File: config.mk
export PLATFORM = sky130hd
export DESIGN_NAME = x1_ioctl_upload
export DESIGN_NICKNAME = d
export VERILOG_FILES = /design/src/rtl/x1_ioctl_upload.sv
export SDC_FILE = /design/constraint.sdc
export NUM_CORES = 1
export LEC_CHECK = 0
export ABC_AREA = 1
export CAP_MARGIN = 5
export CORE_UTILIZATION = 44
export CTS_CLUSTER_SIZE = 14
export DETAILED_ROUTE_END_ITERATION = 12
export HOLD_SLACK_MARGIN = 0.06
export PLACE_DENSITY = 0.77
export SYNTH_ARGS = -nofsm -noshare
export SYNTH_HDL_FRONTEND = slang
export SYNTH_SLANG_ARGS = --single-unit
File: constraint.sdc
create_clock -name clk_sys -period 1.4 [get_ports clk_sys]
set_input_delay 0.28 -clock clk_sys [delete_from_list [all_inputs] [get_ports clk_sys]]
set_output_delay 0.28 -clock clk_sys [all_outputs]
set_load 0.05 [all_outputs]
File: src/rtl/x1_ioctl_upload.sv
// Serves hps_io upload reads from a core-side byte RAM with a fixed read latency,
// and raises ioctl_upload_req when the core asks for a save.
module x1_ioctl_upload #(
    parameter int          AW           = 16,
    parameter int          SIZE         = 65536,
    parameter int          RD_LAT       = 2,
    parameter logic [7:0]  UPLOAD_INDEX = 8'h01,
    parameter int          REQ_TIMEOUT  = 1048575
) (
    input  logic          clk_sys,
    input  logic          reset_n,
    input  logic          save_req,
    input  logic          ioctl_upload,
    input  logic [7:0]    ioctl_index,
    input  logic          ioctl_rd,
    input  logic [24:0]   ioctl_addr,
    output logic [7:0]    ioctl_din,
    output logic          ioctl_wait,
    output logic          ioctl_upload_req,
    output logic [7:0]    ioctl_upload_index,
    output logic          mem_rd,
    output logic [AW-1:0] mem_addr,
    input  logic [7:0]    mem_q,
    output logic          busy,
    output logic          done,
    output logic          err_oob
);

    localparam int CW = $clog2(REQ_TIMEOUT + 1);

    typedef enum logic [2:0] {S_IDLE, S_REQ, S_ARMED, S_FETCH, S_DONE} state_t;

    state_t          state, state_nxt;
    logic [CW-1:0]   cnt, cnt_nxt;
    logic [RD_LAT:0] vld_pipe, vld_pipe_nxt;
    logic [7:0]      din_nxt;
    logic [AW-1:0]   mem_addr_nxt;
    logic            wait_nxt, mem_rd_nxt, err_nxt;
    logic            sel, in_bounds;

    assign sel                = ioctl_upload && (ioctl_index == UPLOAD_INDEX);
    assign in_bounds          = {7'd0, ioctl_addr} < 32'(SIZE);
    assign ioctl_upload_index = UPLOAD_INDEX;

    always_comb begin
        state_nxt    = state;
        cnt_nxt      = cnt;
        vld_pipe_nxt = {vld_pipe[RD_LAT-1:0], 1'b0};
        din_nxt      = ioctl_din;
        wait_nxt     = ioctl_wait;
        mem_rd_nxt   = 1'b0;
        mem_addr_nxt = mem_addr;
        err_nxt      = err_oob;
        case (state)
            S_IDLE: begin
                if (sel) begin
                    state_nxt = S_ARMED;
                    err_nxt   = 1'b0;
                end else if (save_req) begin
                    state_nxt = S_REQ;
                    cnt_nxt   = '0;
                end
            end
            S_REQ: begin
                if (sel) begin
                    state_nxt = S_ARMED;
                    err_nxt   = 1'b0;
                end else if (cnt == CW'(REQ_TIMEOUT - 1)) begin
                    state_nxt = S_IDLE;
                end else begin
                    cnt_nxt = cnt + 1'b1;
                end
            end
            S_ARMED: begin
                if (!sel) begin
                    state_nxt = S_DONE;
                end else if (ioctl_rd) begin
                    if (in_bounds) begin
                        state_nxt       = S_FETCH;
                        mem_rd_nxt      = 1'b1;
                        mem_addr_nxt    = ioctl_addr[AW-1:0];
                        wait_nxt        = 1'b1;
                        vld_pipe_nxt[0] = 1'b1;
                    end else begin
                        din_nxt = 8'hFF;
                        err_nxt = 1'b1;
                    end
                end
            end
            S_FETCH: begin
                // Session abort wins over a byte landing the same cycle.
                if (!sel) begin
                    state_nxt    = S_DONE;
                    wait_nxt     = 1'b0;
                    vld_pipe_nxt = '0;
                end else if (vld_pipe[RD_LAT]) begin
                    state_nxt = S_ARMED;
                    din_nxt   = mem_q;
                    wait_nxt  = 1'b0;
                end
            end
            S_DONE:  state_nxt = S_IDLE;
            default: state_nxt = S_IDLE;
        endcase
    end

    always_ff @(posedge clk_sys or negedge reset_n) begin
        if (!reset_n) begin
            state            <= S_IDLE;
            cnt              <= '0;
            vld_pipe         <= '0;
            ioctl_din        <= 8'h00;
            ioctl_wait       <= 1'b0;
            ioctl_upload_req <= 1'b0;
            mem_rd           <= 1'b0;
            mem_addr         <= '0;
            busy             <= 1'b0;
            done             <= 1'b0;
            err_oob          <= 1'b0;
        end else begin
            state            <= state_nxt;
            cnt              <= cnt_nxt;
            vld_pipe         <= vld_pipe_nxt;
            ioctl_din        <= din_nxt;
            ioctl_wait       <= wait_nxt;
            ioctl_upload_req <= (state_nxt == S_REQ);
            mem_rd           <= mem_rd_nxt;
            mem_addr         <= mem_addr_nxt;
            busy             <= (state_nxt != S_IDLE);
            done             <= (state_nxt == S_DONE);
            err_oob          <= err_nxt;
        end
    end

endmodule

* Word level (Yosys, flattened, before mapping)
Cells that the tools add are included. Widths: inputs -> output; s select.
Storage, ports and cells: register bits 56, input port bits 46, output and inout port bits 38
Cells by class: $add $sub $neg 1, magnitude comparators 1, equality and inequality tests 19, multiplexer cells 39, reduce and logical (&&, ||, !) cells 12
Operator list (number):
- $mux 20 | 4
- $mux 8 | 5
- $pmux 20 s2 | 1
- $mux 3 | 10
- $lt 25x17->1 const B | 1
- $add 20x1->20 const B | 1
- $eq 20x20->1 const B | 1
- $ne 2x2->1 const B | 10
- $pmux 8 s2 | 1
- $reduce_and 5->1 | 3
- $mux 1 | 13
- $pmux 3 s4 | 1
- $eq 8x1->1 const B | 1
- $eq 3x1->1 const B | 2
- $eq 3x2->1 const B | 2
- $pmux 1 s2 | 3
- $reduce_and 6->1 | 1
- $reduce_bool 2->1 | 3
- $reduce_and 4->1 | 1
- $eq 3x3->1 const B | 1
- $logic_not 3->1 | 1
- $ne 3x3->1 const B | 1
- $reduce_bool 3->1 | 1
- $mux 2 | 1
- other kinds (3) | 3

* Logic depth before layout (Yosys ltp)
Gate-level depths: netlist (run 1).
word-level depth 6, mapped depth 11, gate-level depth less buffers 10

* Least setup slack after synthesis (run 1)
No wires, ideal clock.
path type reg-to-reg, from reg cnt[0], to reg cnt[1], library setup time 0.118 ns, data arrival time 1.374 ns, data required time 1.282 ns, setup slack -0.092 ns, cell stages (with the launch flop) 11, buffers on the path 1, clock period less this slack 1.492 ns, path through dfrtp_1 > inv_1 > ha_1 > nand2_1 > nor2_1 > nand3_1 > nor2_2 > nor2_4 > buf_4 > nand3b_1 > nand2_1
On the way: word-level cells in the longest chain between the ends 4, elaborated cells on any way between the ends 7
Ends and longest elaborated chain:
- from (decl) | RTL line 34 | logic [CW-1:0] cnt, cnt_nxt;
- from (signal assigned) | RTL line 122 | cnt <= cnt_nxt;
- $add 20x1->20 | RTL line 71 | cnt_nxt = cnt + 1'b1;
- $mux 20 | RTL line 68 | end else if (cnt == CW'(REQ_TIMEOUT - 1)) begin
- $mux 20 | RTL line 65 | if (sel) begin
- $pmux 20 s2 | RTL line 54 | case (state)
Several ways; a longest one is shown, not always the timed one. The select of a mux whose other input is x is not followed. A chain may end at the register's enable or synchronous reset.

* Worst setup path in the final report (run 1)
from reg state[2], to reg mem_addr[5]
On the way: word-level cells in the longest chain between the ends 2
Ends and longest elaborated chain:
- from (decl) | RTL line 33 | state_t state, state_nxt;
- from (signal assigned) | RTL line 121 | state <= state_nxt;
- $eq 3x2->1 | RTL line 54
- $reduce_and 4->1 (no line)
- to (signal assigned) | RTL line 128 | mem_addr <= mem_addr_nxt;
- to (decl) | RTL line 22 | output logic [AW-1:0] mem_addr,
No other way between the ends.

==> impl_results.md, run 1 <==
* Outcome: finished with violations
* Failing checks: setup timing
* Critical Path Source Type: register
* Iteration-0 DRC Markers at 347
* Final setup vio count at 48
* Placed Instance Area at 4610 sq um
* Sum of buffers and inverters on the critical path at 2
* Clock skew at around 0.015 ns
* Setup Crit Path Kind: reg2reg
* Placed Cells at between 600 and 700
* Leakage Power at between 2 and 3 nW
* Synth Register Bits at 55
* Crit path arrival time at 1.85 ns
* Worst-path clk slew at 0.13 ns
* Clock sink count at between 50 and 60
* Synth cell types at 34
* CTS buffer count at 5
* Worst skew pair latency at ~0.33 ns
* DR WL met3 at between 700 and 800 um
* Fin crit period at between 1.5 and 2 ns
* Routed length on met1 at ~3.8 mm
* Max incr delay on CP at 0.45 ns
* Antenna-violating nets left at 0
* Critical Path End Type: register
* Slew headroom at 66.6%
* Root Buffer: clkbuf_8
* Starting density of the core at 45.8%
* First-pass GRT wire length at about 14 mm
* Post-DP HPWL at around 6.0 mm
* Routed WL at roughly 11 mm
* Die Ht at about 86 um
* Wire length per cell at 16.5 um
* Yosys warning count at 0
* Highest metal used: met4
* All-layer global routing usage at a little under a quarter
* Met2 Routed Length at between 5 and 6 mm
* Hold Crit Class: in2async
* Largest net degree at the start of global routing at 21
* Fin. max-slew vios at 0
* DRC at 0
* Fin worst setup slack at -0.210 ns
* Synth top area cells: dfrtp_1 44%, nand2_1 17%, inv_1 5.1%
* Core area at slightly below 7000 sq um
* DR pass1 iterations at 5
* P&R area growth vs syn at 67.4%
* CTS tree: built
* Post-Layout Cell Count at ~640
* Row cnt at 30
* Final cycle utilization of the critical path at 115%
* Share of cells above drive strength 1 at between 30 and 40%
* Gp weighted congestion at 0.896
* Via Count at 3410
* Initial antenna violation count at 0
* Port Buf Inserts at 75
* RSZ-0062 raised after global routing: true
* Crit path max-delay family: simple AND/OR/NAND/NOR gates
* Dominant cell type by area after synthesis: dfrtp_1
* Ys flop type: dfrtp_1
* Remaining Overflow, GRT at 0
* Async set-reset flop share out of synthesis at 100%
* Max Fclk at a little over 600 MHz
* MaxCap Viol Count at 0
* WP data required at ~1.6 ns
* EDFF count, synth at 0
* Vias in the first global route at approximately 3000
* P per Cell Area at between 800 and 900 nW/um^2
* Final hold violation count at 0
* Clk buf depth at 2
* Via-per-instance ratio at 5.30
* Slowest CP cell: dfrtp_1
* CP Max Fanout at 6
* Setup WS pre-CTS at -0.361 ns
* Register area share after synthesis at between 40 and 50%
* Crit path top cell by count: nand2_1
* Die Wd at around 86 um
* ANT cells at 0
* Synth Cell Area at about 3100 sq um
* Max H-tree Level at 2
* Cell area after layout at 5200 sq um
* Syn Area/Cell at between 7 and 8 sq um
* Top cell type's share of synthesized area at between 40% and 50%
* Critical path cell sequence: inv_2, nand2_4, nor3b_4, nand3_4, buf_6, nand2_1, nand2_1
* Die Area at 7410 sq um
* Num ports at 84
* Fin nets at 595
* Max VDD drop at ~0.64 mV
* Slew @ Worst Pin at about 0.5 ns
* Cells after Synth at a little over 400
-- where the power goes --
part,internal (mW),leakage (nW),switching (mW)
sequential,1.74,0.691,0.149
combinational,0.711,1.88,0.761
clock,0.387,0.0526,0.665
total,2.83,2.63,1.58
-- through the flow --
| step | util, % | total power [mW] | TNS [ns] | hold slack (ns) |
|---|---|---|---|---|
| 4_1_cts | 70.6 | 4.16 | -3.24 | 0.465 |
| 3_5_place_dp | 67.8 | 3.14 | -16.55 | 0.279 |
| 6_report | 76.6 | 4.41 | -6.78 | 0.434 |
| 3_3_place_gp | 67.8 | 3.08 | -14.03 | 0.270 |
| 5_1_grt | 76.6 | 4.60 | -9.36 | 0.479 |
| 2_1_floorplan | - | 2.51 | -0.483 | -0.0156 |
-- synth_stat cells (2+ instances only) --
library cell / number
nor2_4: 3
dfrtp_1: 55
o21bai_1: 4
clkbuf_1: 2
o21ai_0: 4
buf_12: 2
nor3_1: 3
buf_6: 2
nand2_1: 142
nand3_1: 23
nand2_2: 9
xor2_1: 4
or2_2: 2
conb_1: 2
nor2_1: 42
buf_4: 9
nor2_2: 5
buf_2: 3
inv_1: 42
nand3b_1: 6
nand4_1: 17
o21ai_2: 11
ha_1: 2
-- final timing paths --
check	startpoint	end	cells after the start	slack [ns]
worst max-delay path	state[2]	mem_addr[5]	7	-0.21
worst min-delay path	reset_n	mem_addr[5]	2	0.43
worst max register to register	state[2]	mem_addr[5]	7	-0.21
worst min register to register	vld_pipe[1]	vld_pipe[2]	2	0.51
max in group asynchronous	reset_n	state[0]	3	0.47
min in group clk_sys	ioctl_addr[2]	mem_addr[2]	3	0.47
-- cell usage in the layout, fill, tap and decap left out, types with 3 or more instances in the layout --
cell	count
dfrtp_1	52
inv_2	9
conb_1	8
buf_12	34
xor2_1	4
clkbuf_8	5
clkdlybuf4s50_1	28
nand2_4	6
dfrtp_2	3
nand2_2	43
buf_6	11
nor2_1	34
nand3b_1	6
nand3_1	20
dlymetal6s2s_1	16
o21ai_2	11
nor2_4	7
nor3_4	3
buf_4	54
nor2_2	10
nand2_1	102
inv_1	33
o21bai_1	4
nand4_1	17
nand3_2	3
-- registers in the layout, indices dropped and copies added (netlist names) --
name	count
ioctl_wait	1
err_oob	1
cnt	20
ioctl_din	8
mem_addr	16
done	1
vld_pipe	3
ioctl_upload_req	1
state	3
busy	1
-- routing by layer --
metal | global-route usage [%] | vias to the layer above
met5 | 0 | -
met4 | 7.88 | 0
met3 | 3.85 | 64
met2 | 40.8 | 192
met1 | 29.7 | 1619
li1 | - | 1535
-- final cells by class --
class / count / area, sq um
fill: 400 / 1590
clock inverter: 3 / 31.3
multi-input combinational: 294 / 1680
tap: 96 / 120
clock buffer: 5 / 68.8
timing repair buffer: 146 / 1730
sequential: 55 / 1380
inverter: 45 / 191
-- cells by family (layout without fill, tap and decap cells) --
logic type | Yosys count | after routing | share of synthesized area (%)
AO/OA/AOI/OAI | 21 | 21 | 5.03
XOR/XNOR | 5 | 5 | 1.41
adder cells (fa/ha/maj) | 2 | 2 | 0.805
buffers and inverters | 63 | 199 | 10.5
flip-flops | 55 | 55 | 44.3
other | 2 | 8 | 0.242
AND/OR/NAND/NOR | 257 | 258 | 37.7
-- timing repair --
action | 4_1_cts | 5_1_grt
resized for setup | 11 | 105
pin swaps | 4 | 44
endpoints found under the setup margin | 48 | 51
gates cloned | 1 | 2
setup buffers | 5 | 10
endpoints found under the hold margin | 17 | 0
hold buffers | 1 | 0
(Power assumes the default switching activity.)
==> run 2, diff against run 1 <==
--- a/config.mk
+++ b/config.mk
@@ -6,7 +6,7 @@
 export NUM_CORES = 1
 export LEC_CHECK = 0
 export ABC_AREA = 1
-export CAP_MARGIN = 5
+export CAP_MARGIN = 10
 export CORE_UTILIZATION = 44
 export CTS_CLUSTER_SIZE = 14
 export DETAILED_ROUTE_END_ITERATION = 12
==> results of run 2 <==
The final DEF is identical to that of run 1; final timing and power are the same.
